## config.mk

```make
export PLATFORM = sky130hd
export DESIGN_NAME = serial_addsub
export DESIGN_NICKNAME = d
export VERILOG_FILES = /design/src/rtl/serial_addsub.sv
export SDC_FILE = /design/constraint.sdc
export NUM_CORES = 1
export LEC_CHECK = 0
export BUFFER_PORTS_ARGS = -buffer_cell sky130_fd_sc_hd__buf_2
export CAP_MARGIN = 15
export CELL_PAD_IN_SITES_DETAIL_PLACEMENT = 2
export CELL_PAD_IN_SITES_GLOBAL_PLACEMENT = 2
export CORE_AREA = 5 5 79 81
export CTS_CLUSTER_DIAMETER = 200
export DETAILED_ROUTE_END_ITERATION = 8
export DIE_AREA = 0 0 84 86
export GPL_TIMING_DRIVEN = 0
export PLACE_DENSITY_LB_ADDON = 0.1
export SYNTH_ARGS = -nofsm -noshare
export SYNTH_HDL_FRONTEND = slang
export SYNTH_SLANG_ARGS = --single-unit
```

## constraint.sdc

```tcl
create_clock -name clk -period 1.5 [get_ports clk]
set_clock_uncertainty 0.1 [all_clocks]
set_input_delay 0.075 -clock clk [delete_from_list [all_inputs] [get_ports clk]]
set_output_delay 0.075 -clock clk [all_outputs]
set_load 0.03 [all_outputs]
```

## src/rtl/serial_addsub.sv

```systemverilog
// serial_addsub: bit-serial adder/subtractor, one bit per clock, LSB first.
// An operation is accepted in IDLE, runs for WIDTH cycles through a single
// 1-bit add/sub cell with a registered carry/borrow, then waits in DONE
// until the consumer takes the result.
// Optional feature: define SERIAL_ADDSUB_OVF_EN to add the signed overflow
// output ovf.
//
// state   | meaning
// --------+-----------------------------------------------------------
// IDLE    | in_ready=1, waiting for in_valid
// RUN     | one operand bit per cycle through the cell, WIDTH cycles
// DONE    | out_valid=1, result held until out_ready
module serial_addsub #(
  parameter int WIDTH = 8
) (
  input  logic             clk,
  input  logic             rst_n,
  input  logic             in_valid,
  output logic             in_ready,
  input  logic [WIDTH-1:0] a,
  input  logic [WIDTH-1:0] b,
  input  logic             op_sub,
  input  logic             cin,
  output logic             out_valid,
  input  logic             out_ready,
  output logic [WIDTH-1:0] result,
  output logic             carry_out
`ifdef SERIAL_ADDSUB_OVF_EN
  ,
  output logic             ovf
`endif
);

  localparam int CNT_W = (WIDTH > 1) ? $clog2(WIDTH) : 1;

  localparam logic [1:0] ST_IDLE = 2'd0;
  localparam logic [1:0] ST_RUN  = 2'd1;
  localparam logic [1:0] ST_DONE = 2'd2;

  localparam logic [CNT_W-1:0] LAST_BIT = CNT_W'(WIDTH - 1);

  logic [1:0]       state_q, state_d;
  logic [CNT_W-1:0] cnt_q, cnt_d;
  logic [WIDTH-1:0] a_q, a_d;
  logic [WIDTH-1:0] b_q, b_d;
  logic             sub_q, sub_d;
  logic             carry_q, carry_d;
  logic [WIDTH-1:0] result_q, result_d;
  logic             carry_out_q, carry_out_d;
  logic             out_valid_q, out_valid_d;
`ifdef SERIAL_ADDSUB_OVF_EN
  logic             ovf_q, ovf_d;
`endif

  logic bit_a;
  logic bit_b;
  logic sum_bit;
  logic carry_nxt;

  // Single 1-bit add/sub cell; the operand shift registers present the
  // current bit in position 0.
  always_comb begin
    bit_a   = a_q[0];
    bit_b   = b_q[0];
    sum_bit = bit_a ^ bit_b ^ carry_q;
    if (sub_q) begin
      carry_nxt = (~bit_a & bit_b) | (~(bit_a ^ bit_b) & carry_q);
    end else begin
      carry_nxt = (bit_a & bit_b) | (carry_q & (bit_a ^ bit_b));
    end
  end

  // Next-state and datapath update for the IDLE/RUN/DONE sequence.
  always_comb begin
    state_d     = state_q;
    cnt_d       = cnt_q;
    a_d         = a_q;
    b_d         = b_q;
    sub_d       = sub_q;
    carry_d     = carry_q;
    result_d    = result_q;
    carry_out_d = carry_out_q;
    out_valid_d = out_valid_q;
`ifdef SERIAL_ADDSUB_OVF_EN
    ovf_d       = ovf_q;
`endif
    case (state_q)
      ST_IDLE: begin
        if (in_valid) begin
          a_d      = a;
          b_d      = b;
          sub_d    = op_sub;
          carry_d  = cin;
          cnt_d    = '0;
          result_d = '0;
          state_d  = ST_RUN;
        end
      end
      ST_RUN: begin
        a_d             = a_q >> 1;
        b_d             = b_q >> 1;
        carry_d         = carry_nxt;
        result_d[cnt_q] = sum_bit;
        cnt_d           = cnt_q + 1'b1;
        if (cnt_q == LAST_BIT) begin
          carry_out_d = carry_nxt;
          out_valid_d = 1'b1;
          state_d     = ST_DONE;
`ifdef SERIAL_ADDSUB_OVF_EN
          // carry_q is the carry/borrow into the MSB here.
          ovf_d       = carry_q ^ carry_nxt;
`endif
        end
      end
      ST_DONE: begin
        // No new accept here even with out_ready; IDLE must be visited first.
        if (out_ready) begin
          out_valid_d = 1'b0;
          state_d     = ST_IDLE;
        end
      end
      default: begin
        out_valid_d = 1'b0;
        state_d     = ST_IDLE;
      end
    endcase
  end

  // State registers with asynchronous active-low clear.
  always_ff @(posedge clk or negedge rst_n) begin
    if (!rst_n) begin
      state_q     <= ST_IDLE;
      cnt_q       <= '0;
      a_q         <= '0;
      b_q         <= '0;
      sub_q       <= 1'b0;
      carry_q     <= 1'b0;
      result_q    <= '0;
      carry_out_q <= 1'b0;
      out_valid_q <= 1'b0;
`ifdef SERIAL_ADDSUB_OVF_EN
      ovf_q       <= 1'b0;
`endif
    end else begin
      state_q     <= state_d;
      cnt_q       <= cnt_d;
      a_q         <= a_d;
      b_q         <= b_d;
      sub_q       <= sub_d;
      carry_q     <= carry_d;
      result_q    <= result_d;
      carry_out_q <= carry_out_d;
      out_valid_q <= out_valid_d;
`ifdef SERIAL_ADDSUB_OVF_EN
      ovf_q       <= ovf_d;
`endif
    end
  end

  assign in_ready  = (state_q == ST_IDLE);
  assign out_valid = out_valid_q;
  assign result    = result_q;
  assign carry_out = carry_out_q;
`ifdef SERIAL_ADDSUB_OVF_EN
  assign ovf       = ovf_q;
`endif

endmodule

```

==> results <==
- The run finished, with violations left.
- The checks that failed: negative setup slack.
- The overall power of the completed layout is between 0.004 and 0.005 W.
- Before antenna repair, the detailed router went through 4 iterations.
- The final critical path time including I/O delays and setup is approximately 1600 ps.
- Walking the worst path, the cells encountered are inv_2 > fa_2 > inv_4 > o41ai_2.
- The sequential power share is 0.332.
- The final layout net count is 235.
- Sorting the synthesized cells by how often they occur yields dfrtp_1, nand2_1, o21ai_0.
- The number of buffers created by CTS is 5.
- The die boundary height is 86 um.
- The die outline area is 7220 um^2.
- Row generation in the floorplan step produced 27 rows.
- The critical setup path kind is flip-flop to flip-flop.
- The analysis attributes to net switching a power of approximately 0.0019 W.
- The TritonCTS sink count is 33.
- Port buffering added 32 buffers.
- The sequential element share of the synthesized area is 0.528.
- In the global route stage, met3 resource usage came out at 0.0394.
- The internal power contribution is roughly 0.0027 W.
- The slowest library cell on the worst path is fa_2.
- Of the total power, the clock network draws 0.164.
- The switching part of the total is 0.414.
- The number of cells produced by synthesis is approximately 150.
- The die width is about 84 um.
- For this run, global-route usage on met2 was measured as 0.247.
- In the routed design, unresolved DRC markers number 0.
- Measured on the finished design, the core utilization comes to 0.411.
- The Yosys step of the flow raised 0 warnings.
- Setup violations remaining at the end of the flow were counted as 5.
- The cell family contributing the most delay on the critical path is adder cells.
- The tool flagged a number of max-cap violations equal to 0.
- Across every metal layer, demand over resource in global routing totals 0.133.
- The type of origin of the critical path is a flip-flop.
- The number of violations reported at the end of detailed-routing iteration 0 is 26.
- The area added between synthesis and finish is 42.1%.
- After synthesis the cells add up to ~1600 um^2.
- The final routed wirelength across all metal layers is approximately 4.5 mm.
- The worst relative slew slack is 0.468.
- The worst min-delay path category is primary input to flip-flop.
- The average wire length per cell after detail routing is roughly 16 um.
- Power spread over the standard cell area amounts to about 2000 nW/um^2.
- In this run the most used layer during global routing was met2.
- The max-slew violation count is 0.
- The dominant synthesized flop cell is dfrtp_1.
- The count of vias placed by the detailed router is 1384.
- The worst setup path is captured at a flip-flop.
- Of the cells placed in the final design, the portion with a size suffix greater than 1 is 0.381.
- The total I/O pin count is 33.
- The share of synthesized registers carrying an async set or reset is 1.00.
- The via count of the first global-routing pass was roughly 1600.
- Setup repair after global routing could not meet its margin everywhere.
- The largest fanout on the critical path is 8.
- Dividing the synthesized area by the synthesized cell count gives between 10 and 15 um^2.
- Data on the critical path arrives at its endpoint at around 1700 ps.
- After synthesis, the cell types taking the most area are dfrtp_1, a22oi_1, nand2_1.
- For met1 alone, demand over resource in global routing was 0.147.
- The first global-routing pass estimated 7.70 mm of wire.
- The synthesized net count is roughly 170.
- The delay of the slowest cell on the worst path is 590 ps.
- The floorplan step defined a core boundary enclosing 5410 um^2.
- At the worst endpoint, the required time is ~1600 ps.
- Across all setup checks in the final design, the least slack found is -104 ps.
- The sum of net half-perimeters after detailed placement is 3.01 mm.
- The pin count of the biggest net entering global routing is 34.
- For this configuration, the core starts out at a cell density of 0.289.
- The clock-pin slew on the worst setup and hold paths is ~70 ps.
- The synthesized design contains 0 enable-type register cells.
- The root cell of the clock tree is clkbuf_8.
- The final cycle utilization of the critical path is 1.07.
- The via density per instance is slightly below 5.
- The weighted congestion at the end of routability-driven global placement is around 0.73.
- The actual transition at the worst max-transition pin is approximately 800 ps.
- The longest clock path from root to sink contains 2 buffers.
- The buffering stage count on the worst path with inverters included is 2.
- The remaining global-route overflow is 0.
- The insertion delay of the later-clocked pin in the worst-skew pair is roughly 280 ps.
- For this run, the top clock speed supported by timing is between 600 and 700 MHz.
- After synthesis the netlist holds a flip-flop and latch count of 33.
- The share of total power dissipated in combinational logic is 0.504.
- Hold is met by slightly above 6 ps.
- In this run the remaining antenna-violating nets after routing total 0.
- The initial antenna violation count was 0.
- The top cell type's share of synthesized area is 0.528.
- TritonCTS built the clock tree.
- The netlist uses 29 different library cells.
- The most frequent cell after synthesis is dfrtp_1.
- In this run the number of H-tree levels came out at 2.
- The maximum resistive drop on vdd is between 0.6 and 0.7 mV.
- The antenna diode count is 0.
- The standby leakage power is about 0.99 nW.
- The largest area contributor in the netlist is dfrtp_1.
- The count of final hold-check violations was 0.
-- state kept, by name, indices dropped and copies added, names as in the netlist --
signal and count:
b_q 8, state_q 2, result 8, carry_out 1, out_valid 1, carry_q 1, sub_q 1, cnt_q 3
a_q 8
-- routing by layer --
layer	share of wire	routed length, um	vias up
met5	0	0	-
met4	0.0088	40	0
met3	0.041	185	4
met2	0.53	2390	30
met1	0.42	1920	694
li1	-	-	656
-- logic make-up after synthesis --
family	share of synthesized area
AOI/OAI and AO/OA	0.254
adders and majority gates	0.0416
buffers and inverters	0.0408
DFF	0.528
muxes	0.0232
and+or+nand+nor	0.112
-- metrics by stage --
stage / instances / worst slack [ps] / setup TNS, ps / instance area [um^2]
after CTS: 277 / -59.7 / -154 / 2140
final: 282 / -104 / -195 / 2220
after floorplan: 145 / 2.74 / 0 / 1570
after global placement: 249 / -125 / -1600 / 1820
after detailed placement: 249 / -147 / -2390 / 1820
after global routing: 282 / -139 / -901 / 2220
-- area by class of cell --
class	instances	area, um^2
plain buffers	9	70.1
clock buffers	7	96.3
well taps	72	90.1
fillers	582	3180
repair buffers	57	385
flip-flops and latches	33	828
multi-input cells	99	729
inverters	4	17.5
clock inverters	1	5.00
-- repair_timing --
item	4_1_cts	5_1_grt
hold buffers	14	0
endpoints found under the hold margin	47	0
pin swaps	2	5
resized for setup	17	11
setup buffers	6	5
endpoints found under the setup margin	28	20
-- power by group through the flow --
stage,sequential [W],clock (W),combinational (W)
floorplan,0.00171,0,0.00107
global placement,0.00153,0,0.00168
detailed placement,0.00155,0,0.00178
CTS,0.00151,0.000777,0.00203
global route,0.00155,0.000812,0.00253
finish,0.00151,0.000742,0.00228
-- path summary, 6_finish.rpt --
kind	start	to	slack [ps]	cells after the start
setup / recovery	b_q[0]$_DFFE_PN0P_	result[0]$_DFFE_PN0P_	-100	4
hold / removal	b[4]	b_q[4]$_DFFE_PN0P_	6	3
setup reg to reg	b_q[0]$_DFFE_PN0P_	result[0]$_DFFE_PN0P_	-100	4
hold reg to reg	b_q[5]$_DFFE_PN0P_	b_q[5]$_DFFE_PN0P_	390	2
max in group asynchronous	rst_n	state_q[1]$_DFFE_PN0P_	420	2
min in group asynchronous	rst_n	result[2]$_DFFE_PN0P_	300	2
-- cells in the final DEF, fill, tap and decap left out, drive strengths merged --
cell / count
a22o: 2
a221oi: 1
clkinv: 1
ha: 2
nor2: 2
o211ai: 6
o311ai: 2
a21oi: 4
or3b: 2
dlygate4sd3: 14
buf: 48
o31ai: 6
inv: 4
dfrtp: 33
o41ai: 2
o21ai: 17
nand3b: 1
nand2: 23
nor2b: 7
mux2i: 1
mux2: 2
nand2b: 2
a22oi: 14
o21bai: 1
clkbuf: 11
fa: 2
-- worst min-delay path, stage by stage --
cell	delay, ps
buf_2	80
a22oi_1	50
o21ai_0	150
Power figures use the tool's default switching activity.
